**config.mk**
```make
export PLATFORM = sky130hd
export DESIGN_NAME = disp_scan_m
export DESIGN_NICKNAME = d
export VERILOG_FILES = /design/src/rtl/disp_pkg.sv /design/src/rtl/hex7seg_m.sv /design/src/rtl/disp_scan_m.sv
export SDC_FILE = /design/constraint.sdc
export NUM_CORES = 1
export LEC_CHECK = 0
export BUFFER_PORTS_ARGS = -buffer_cell sky130_fd_sc_hd__buf_2
export CELL_PAD_IN_SITES_DETAIL_PLACEMENT = 0
export CELL_PAD_IN_SITES_GLOBAL_PLACEMENT = 1
export CORE_UTILIZATION = 48
export CTS_CLUSTER_SIZE = 24
export DETAILED_ROUTE_END_ITERATION = 8
export PLACE_DENSITY_LB_ADDON = 0.05
export SKIP_CTS_REPAIR_TIMING = 1
export SLEW_MARGIN = 40
export SYNTH_ARGS = -nofsm -noshare
export SYNTH_HDL_FRONTEND = slang
export SYNTH_SLANG_ARGS = --single-unit
```
**constraint.sdc**
```tcl
create_clock -name clk -period 2.1 [get_ports clk]
set_input_delay 0.21 -clock clk [delete_from_list [all_inputs] [get_ports clk]]
set_output_delay 0.21 -clock clk [all_outputs]
set_load 0.02 [all_outputs]
```
**src/rtl/disp_pkg.sv**
```systemverilog
// Shared types, segment lookup and polarity helper for the multiplexed hex display driver.
package disp_pkg;

   typedef struct packed {
      logic       dp;
      logic [3:0] val;
   } digit_t;

   // Bit 0 = segment a ... bit 6 = segment g, active-high; entry 15 first.
   localparam logic [15:0][6:0] SEG7 = {
      7'h71, 7'h79, 7'h5E, 7'h39, 7'h7C, 7'h77, 7'h6F, 7'h7F,
      7'h07, 7'h7D, 7'h6D, 7'h66, 7'h4F, 7'h5B, 7'h06, 7'h3F
   };

   function automatic logic [31:0] apply_pol(logic [31:0] v, logic act_low);
      return act_low ? ~v : v;
   endfunction

endpackage

```
**src/rtl/hex7seg_m.sv**
```systemverilog
// Combinational nibble + decimal point to segment-bus decoder (dp on the MSB, active-high).
module hex7seg_m
   import disp_pkg::*;
#(
   parameter int unsigned SEG_W = 8
) (
   input  logic [3:0]       i_val,
   input  logic             i_dp,
   output logic [SEG_W-1:0] o_seg
);

   always_comb begin
      o_seg          = '0;
      o_seg[6:0]     = SEG7[i_val];
      o_seg[SEG_W-1] = i_dp;
   end

endmodule

```
**src/rtl/disp_scan_m.sv**
```systemverilog
// Multiplexed hex display driver: double-buffered digit RAM, frame-end commit, LZ blanking, PWM.
// Optional lamp test port and logic enabled by defining DISP_LAMP_TEST_EN.
module disp_scan_m
   import disp_pkg::*;
#(
   parameter int unsigned DIGITS      = 4,
   parameter int unsigned SEG_W       = 8,
   parameter int unsigned SCAN_DIV    = 1000,
   parameter int unsigned GUARD       = 8,
   parameter int unsigned BRIGHT_W    = 4,
   parameter bit          SEG_ACT_LOW = 1'b1,
   parameter bit          DIG_ACT_LOW = 1'b1
) (
   input  logic                       clk,
   input  logic                       rst_n,
   input  logic                       wr_valid,
   output logic                       wr_ready,
   input  logic [$clog2(DIGITS)-1:0]  wr_addr,
   input  logic [3:0]                 wr_data,
   input  logic                       wr_dp,
   input  logic                       wr_commit,
   input  logic [BRIGHT_W-1:0]        bright,
   input  logic                       blank_lz,
`ifdef DISP_LAMP_TEST_EN
   input  logic                       lamp_test,
`endif
   output logic [SEG_W-1:0]           dout,
   output logic [DIGITS-1:0]          dnum,
   output logic                       frame_tick
);

   localparam int unsigned AW = $clog2(DIGITS);
   localparam int unsigned PW = $clog2(SCAN_DIV);

   digit_t              r_shadow [DIGITS];
   digit_t              r_active [DIGITS];
   logic                r_pending;
   logic                w_pending_d;
   logic [PW-1:0]       r_presc;
   logic [AW-1:0]       r_idx;
   logic [BRIGHT_W-1:0] r_pwm;
   logic [SEG_W-1:0]    r_dout;
   logic [SEG_W-1:0]    w_dout_d;
   logic [SEG_W-1:0]    w_seg;
   logic [DIGITS-1:0]   r_dnum;
   logic [DIGITS-1:0]   w_dnum_d;
   logic [DIGITS-1:0]   w_blank;
   logic                w_wrap;
   logic                w_frame_end;
   logic                w_wr_fire;
   logic                w_pwm_on;
   digit_t              w_cur;

   assign wr_ready    = ~r_pending;
   assign w_wr_fire   = wr_valid & ~r_pending;
   assign w_wrap      = (r_presc == PW'(SCAN_DIV - 1));
   assign w_frame_end = w_wrap && (r_idx == AW'(DIGITS - 1));
   assign frame_tick  = w_frame_end;
   assign w_cur       = r_active[r_idx];
   assign w_pwm_on    = (bright == '1) || (r_pwm < bright);
   assign dout        = r_dout;
   assign dnum        = r_dnum;

   // Banks: writes only reach the shadow; the active bank changes only at a committed frame end.
   always_ff @(posedge clk or negedge rst_n) begin
      if (!rst_n) begin
         for (int i = 0; i < DIGITS; i++) begin
            r_shadow[i] <= '0;
            r_active[i] <= '0;
         end
      end else begin
         if (w_wr_fire && (32'(wr_addr) < DIGITS)) begin
            r_shadow[wr_addr] <= '{dp: wr_dp, val: wr_data};
         end
         if (w_frame_end && r_pending) begin
            for (int i = 0; i < DIGITS; i++) begin
               r_active[i] <= r_shadow[i];
            end
         end
      end
   end

   // A commit seen on the frame-end cycle itself re-arms pending for the next frame end.
   always_comb begin
      w_pending_d = r_pending;
      if (w_frame_end && r_pending) begin
         w_pending_d = 1'b0;
      end
      if (wr_commit) begin
         w_pending_d = 1'b1;
      end
   end

   always_ff @(posedge clk or negedge rst_n) begin
      if (!rst_n) begin
         r_pending <= 1'b0;
         r_presc   <= '0;
         r_idx     <= '0;
         r_pwm     <= '0;
      end else begin
         r_pending <= w_pending_d;
         r_pwm     <= r_pwm + 1'b1;
         if (w_wrap) begin
            r_presc <= '0;
            r_idx   <= (r_idx == AW'(DIGITS - 1)) ? '0 : r_idx + 1'b1;
         end else begin
            r_presc <= r_presc + 1'b1;
         end
      end
   end

   // Walk from the most significant digit down; blanking stops at the first non-blank digit.
   always_comb begin
      logic v_lead;
      w_blank = '0;
      v_lead  = blank_lz;
      for (int i = DIGITS - 1; i >= 1; i--) begin
         w_blank[i] = v_lead && (r_active[i] == '0);
         v_lead     = w_blank[i];
      end
   end

   hex7seg_m #(
      .SEG_W (SEG_W)
   ) u_hex7seg (
      .i_val (w_cur.val),
      .i_dp  (w_cur.dp),
      .o_seg (w_seg)
   );

   always_comb begin
      w_dout_d = w_seg;
      if (!w_pwm_on || w_blank[r_idx]) begin
         w_dout_d = '0;
      end
      w_dnum_d = '0;
      if (r_presc >= PW'(GUARD)) begin
         w_dnum_d[r_idx] = 1'b1;
      end
`ifdef DISP_LAMP_TEST_EN
      if (lamp_test) begin
         w_dout_d        = '1;
         w_dnum_d        = '0;
         w_dnum_d[r_idx] = 1'b1;
      end
`endif
   end

   always_ff @(posedge clk or negedge rst_n) begin
      if (!rst_n) begin
         r_dout <= SEG_W'(apply_pol('0, SEG_ACT_LOW));
         r_dnum <= DIGITS'(apply_pol('0, DIG_ACT_LOW));
      end else begin
         r_dout <= SEG_W'(apply_pol(32'(w_dout_d), SEG_ACT_LOW));
         r_dnum <= DIGITS'(apply_pol(32'(w_dnum_d), DIG_ACT_LOW));
      end
   end

endmodule

```
Yosys cells after proc, flatten, opt, wreduce, memory -nomap -nowiden

Memories as Yosys holds them, arrays and structs flattened.
Cells that the tools add are included.

Add/sub/neg operators: 3
Multiply operators: 0
Div/mod/pow operators: 0
$lt $le $gt $ge: 8
Eq/ne operators: 3
Shifts and indexed selects: 0
Multiplexer cells: 17
Bitwise gates (word level): 6
Reductions and logical operators: 14

Operators with widths:

| kind                    | count |
|---|---|
| $bwmux W20              | 1 |
| $logic_not A5 Y1        | 3 |
| $mux W5                 | 3 |
| $add A10 B1 Y10 const B | 1 |
| $bmux W5 S2             | 1 |
| $demux W5 S2            | 1 |
| $eq A10 B10 Y1 const B  | 1 |
| $ge A10 B4 Y1 const B   | 1 |
| $mux W10                | 1 |
| $mux W8                 | 1 |
| $not A8 Y8              | 1 |
| $logic_and A1 B1 Y1     | 7 |
| $mux W7                 | 1 |
| $ge A3 B3 Y1 const B    | 2 |
| $not A2 Y3              | 2 |
| $lt A4 B5 Y1 const B    | 1 |
| $add A4 B1 Y4 const B   | 1 |
| $eq A4 B4 Y1 const B    | 1 |
| $lt A4 B4 Y1            | 1 |
| $mux W1                 | 4 |
| $mux W4                 | 1 |
| $not A4 Y4              | 1 |
| $lt A2 B3 Y1 const B    | 1 |
| $lt A3 B1 Y1 const B    | 1 |
| other kinds (11)        | 12 |

Register bits: 69
Bits in latches: 0
RAM bits: 0
ROM bits: 112
Output and inout bits: 14
Memories kept: 1

Memory list:

| name             | words | width | rd ports | clocked after memory_dff | wr ports | RTL line        | source |
|---|---|---|---|---|---|---|---|
| (name not given) | 16    | 7     | 1        | 0                        | 0        | hex7seg_m.sv:14 | `o_seg[6:0] = SEG7[i_val];` |

Logic depth before layout (Yosys ltp)

Depth after elaboration: 9
Depth in mapped cells: 8
Mapped depth without buffers: 7

Modules after synthesis

Synthesis repeated with hierarchy kept, for this count alone.

Cells, all modules: 251
Area total of the unflattened synthesis: 3385.7 µm²

Modules (own cells, without submodules):

| module      | times used | cells each | area an instance (µm²) |
|---|---|---|---|
| disp_scan_m | 1          | 217        | 3084.2 |
| hex7seg_m   | 1          | 34         | 301.5 |

Worst setup path before layout

Ideal clock, no wire load.

Path type: register to register
Start point: reg r_idx[0]
End point: reg r_dout[1] (netlist: dout[1])
Arrival: 1.814 ns
Data required time: 2.012 ns
Setup slack: 0.197 ns
Cell stages (with the launch flop): 7
Path through: dfrtp_1 buf_2 mux4_2 inv_1 ha_1 o211ai_1 o211ai_2

Cells in the longest elaborated chain, start to end: 8
Elaborated cells on any way between the ends: 11
Those cells by class: 7 x mux; 2 x bitwise; 1 x reduce/logical; 1 x memory

Ends and longest elaborated chain:

| what                                        | RTL line           | source |
|---|---|---|
| start, declared                             | disp_scan_m.sv:40  | `logic [AW-1:0] r_idx;` |
| start signal, assigned                      | disp_scan_m.sv:105 | `r_idx <= (r_idx == AW'(DIGITS - 1)) ? '0 : r_idx + 1'b1;` |
| $not A2 Y3 (not written as such)            | disp_scan_m.sv:59  | `assign w_cur = r_active[r_idx];` |
| $bmux W5 S2                                 | disp_scan_m.sv:59  |  |
| $mux W5 (not written as such) (2 in series) | disp_scan_m.sv:59  |  |
| $mem_v2 Z16 W7                              | --                 |  |
| $mux W7 (not written as such)               | hex7seg_m.sv:14    |  |
| $mux W8 *                                   | disp_scan_m.sv:133 | `if (!w_pwm_on \|\| w_blank[r_idx]) begin` |
| $not A8 Y8 *                                | disp_pkg.sv:16     | `return act_low ? ~v : v;` |
| end signal, assigned                        | disp_scan_m.sv:151 | `r_dout <= SEG_W'(apply_pol('0, SEG_ACT_LOW));` |
| end signal, assigned                        | disp_scan_m.sv:154 | `r_dout <= SEG_W'(apply_pol(32'(w_dout_d), SEG_ACT_LOW));` |
| end, declared                               | disp_scan_m.sv:42  | `logic [SEG_W-1:0] r_dout;` |

Every way passes the cells marked *; elsewhere a longest branch is shown, timed or not. The select of a mux whose other input is x is not followed.
A chain may end at the register's enable or synchronous reset.

Final worst setup path

Start point: reg r_presc[1]
End point: out frame_tick

Cells in the longest elaborated chain, start to end: 2

Ends and longest elaborated chain:

| what                   | RTL line           | source |
|---|---|---|
| start, declared        | disp_scan_m.sv:39  | `logic [PW-1:0] r_presc;` |
| start signal, assigned | disp_scan_m.sv:107 | `r_presc <= r_presc + 1'b1;` |
| $eq A10 B10 Y1         | disp_scan_m.sv:56  | `assign w_wrap = (r_presc == PW'(SCAN_DIV - 1));` |
| $logic_and A1 B1 Y1    | disp_scan_m.sv:57  | `assign w_frame_end = w_wrap && (r_idx == AW'(DIGITS - 1));` |
| end, declared          | disp_scan_m.sv:29  | `output logic frame_tick` |

No other way between the ends.

==> flow_metrics.env <==
export IMPL_run_status="finished with violations"
export IMPL_violations="design-rule violations"
export IMPL_max_freq_mhz=509
export IMPL_critPathArrivalTime_ns=1.76
export IMPL_i_o_pin_cnt=30
export IMPL_drv_max_cap_violation_count=0
export IMPL_timing_final_max_slew_violations=0
export IMPL_synth_seq_cells=69
export IMPL_synth_largest_type_area_fraction_pct=43.7
export IMPL_place_hpwl_um=4150
export IMPL_slowest_stage="sky130_fd_sc_hd__dfrtp_1"
export IMPL_final_antenna_net_count=0
export IMPL_min_path_cells=2
export IMPL_first_pass_iters=6
export IMPL_ys_dominant_reg_cell="sky130_fd_sc_hd__dfrtp_1"
export IMPL_fp_row_count=29
export IMPL_timing_critical_path_required_ns=1.89
export IMPL_reg2reg_depth=6
export IMPL_worstPathBufferInverterCount=2
export IMPL_initial_core_util_pct=50.5
export IMPL_synth_cell_type_count=47
export IMPL_critPathMaxStageDelay_ns=0.38
export IMPL_cp_startpoint="r_presc[1]"
export IMPL_synth_cells_most_frequent="sky130_fd_sc_hd__dfrtp_1 (57), sky130_fd_sc_hd__mux2_2 (38), sky130_fd_sc_hd__nand2_1 (18)"
export IMPL_global_router_s_overall_resource_usage_pct=18.8
export IMPL_core_area_um2=6460
export IMPL_timing_final_hold_violations=0
export IMPL_syn_mean_instance_area_um2=13.3
export IMPL_tritoncts_num_buffers=9
export IMPL_detail_route_drc_violations=4
export IMPL_worst_slew_margin_rel_pct=60.2
export IMPL_grt_setup_unrepaired="false"
export IMPL_total_neg_setup_slack_ns=0
export IMPL_area_growth_pct=16.9
export IMPL_timing_hold_worst_start="wr_commit"
export IMPL_setup_worst_path_end_class="primary output"
export IMPL_edff_count_synth=0
export IMPL_synth_nets=278
export IMPL_worst_skew_pair_late_latency_ns=0.35
export IMPL_mapped_cells=246
export IMPL_dp_worst_setup_slack_ns=0.168
export IMPL_layoutNonFillerInstCount=374
export IMPL_finish_net_count=324
export IMPL_viasPerCell=5.33
export IMPL_globalplace_congestion=0.740
export IMPL_insertedDiodeCount=0
export IMPL_crit_family="simple AND/OR/NAND/NOR gates"
export IMPL_area_leader_netlist="sky130_fd_sc_hd__dfrtp_1"
export IMPL_cts_clk_slew_worst_paths_ns=0.08
export IMPL_powerDensity_nw_per_um2=673
export IMPL_finalSetupViolCount=0
export IMPL_clock_tree_from_tritoncts="yes"
export IMPL_power_leakage_nw=1.84
export IMPL_routed_wl_um=5870
export IMPL_top_area_cells_in_the_synthesized_netlist="sky130_fd_sc_hd__dfrtp_1 (44%), sky130_fd_sc_hd__mux2_2 (13%), sky130_fd_sc_hd__dfstp_2 (9.7%)"
export IMPL_combined_area_of_all_synthesized_cells_um2=3260
export IMPL_grt_overflow_total=0
export IMPL_detail_route_wl_per_cell_um=15.7
export IMPL_drt_iter0_drc=91
export IMPL_critical_path_class="reg2out"
export IMPL_fp_dieH_um=84.5
export IMPL_layout_worst_path_cycle_share_pct=93.6
export IMPL_launch_point_of_the_worst_reg_to_reg_path="r_idx[0]"
export IMPL_number_of_clock_sinks_seen_by_cts=69
export IMPL_timing_final_ws_setup_ns=0.134
export IMPL_library_cell_with_the_highest_instance_count_after_synthesis="sky130_fd_sc_hd__dfrtp_1"
export IMPL_first_global_vias=1981
export IMPL_crit_chain="ha_2, nand3_2, nor4_4, buf_4, and2_1, buf_2"
export IMPL_grt_pass1_wl_um=10100
export IMPL_clock_skew_ns=0.00975
export IMPL_worst_hold_path_type="in2reg"
export IMPL_type_of_element_launching_the_critical_path="flip-flop"
export IMPL_ys_async_sr_fraction_pct=100
export IMPL_cts_path_max_buffers=2
export IMPL_layout_drive_gt1_share_pct=42.4
export IMPL_fp_dieArea_um2=7130
export IMPL_detailroute_via_count=1992
export IMPL_ys_warn_count=0
export IMPL_htree_num_levels=3
export IMPL_buffer_ports_inserted=29
export IMPL_period_needed_ns=1.97
export IMPL_num_fill_cells=538
export IMPL_cp_depth=6
export IMPL_timing_critical_path_fanout_max=5
export IMPL_tightestPinTransition_ns=0.597
export IMPL_post_synthesis_sequential_area_ratio_pct=53.4
export IMPL_number_of_antenna_violations_at_the_first_check_in_global_routing=0
export IMPL_cts_root_buf="sky130_fd_sc_hd__clkbuf_8"
export IMPL_grt_start_max_net_pins=35
export IMPL_vdd_drop_max_uv=419
export IMPL_die_span_in_x_um=84.5
export IMPL_placed_cells=354
kinds of logic after synthesis:
logic type                 count (synthesis)  share of synthesized area [%]
muxes                                     50                           19.3
DFF                                       69                           53.4
AOI/OAI and AO/OA                         21                           5.71
and+or+nand+nor                           63                           10.7
xor gates and xnor gates                   9                           2.41
buffers and inverters                     18                           2.41
adders and majority gates                 16                           6.13
flip-flops by register name, indices dropped and copies added, names as in the netlist:
name and count:
r_idx 2, dnum 4, dout 8, r_pending 1, r_active 20, r_shadow 20
r_pwm 4, r_presc 10
where the power goes:
group,leakage (nW),total (mW),internal (mW),switching (mW)
clock,0.106,1.14,0.645,0.496
combinational,0.837,0.0814,0.0316,0.0498
sequential,0.894,1.35,1.34,0.00432
total,1.84,2.57,2.02,0.551
cell usage in the layout (no fill, tap or decap), types with 9 or more instances in the layout:
cell	count
sky130_fd_sc_hd__nand2_1	18
sky130_fd_sc_hd__mux2_2	38
sky130_fd_sc_hd__buf_4	9
sky130_fd_sc_hd__buf_2	29
sky130_fd_sc_hd__inv_1	12
sky130_fd_sc_hd__dfrtp_1	57
sky130_fd_sc_hd__dfstp_2	12
sky130_fd_sc_hd__clkbuf_8	12
sky130_fd_sc_hd__nor2_1	12
sky130_fd_sc_hd__ha_1	14
area by class of cell:
| class | instances | area (µm²) | area share [%] |
|---|---|---|---|
| repair buffers | 41 | 263 | 6.89 |
| clock inverters | 3 | 42.5 | 1.12 |
| well taps | 77 | 96.3 | 2.53 |
| inverters | 12 | 45.0 | 1.18 |
| clock buffers | 13 | 169 | 4.43 |
| multi-input cells | 159 | 1460 | 38.2 |
| flip-flops and latches | 69 | 1740 | 45.7 |
metal layers:
| layer | GRT usage (%) | vias to the layer above | share of wire (%) |
|---|---|---|---|
| met4 | 9.24 | 0 | 2.1 |
| li1 | - | 964 | - |
| met1 | 27.2 | 981 | 50 |
| met5 | 0 | - | 0 |
| met2 | 27.5 | 35 | 45 |
| met3 | 3.64 | 12 | 2.8 |
per-stage QoR:
step | cell area (µm²) | power [mW] | hold WS [ns] | util [%]
3_5_place_dp | 3560 | 1.45 | 0.254 | 55.1
2_1_floorplan | 3260 | 1.39 | -0.0856 | -
3_3_place_gp | 3560 | 1.45 | 0.255 | 55.1
4_1_cts | 3770 | 2.60 | -0.122 | 58.3
5_1_grt | 3810 | 2.67 | 0.0697 | 59.1
6_report | 3810 | 2.57 | 0.0662 | 59.1
final timing paths:
check	to	slack [ns]
worst max-delay path	frame_tick	0.13
worst min-delay path	r_pending	0.07
worst max register to register	dout[3]	0.20
worst min register to register	r_pwm[0]	0.49
max in group asynchronous	dnum[3]	1.02
min in group asynchronous	r_presc[9]	0.40
Note: power is estimated with default switching activity, not from simulation.
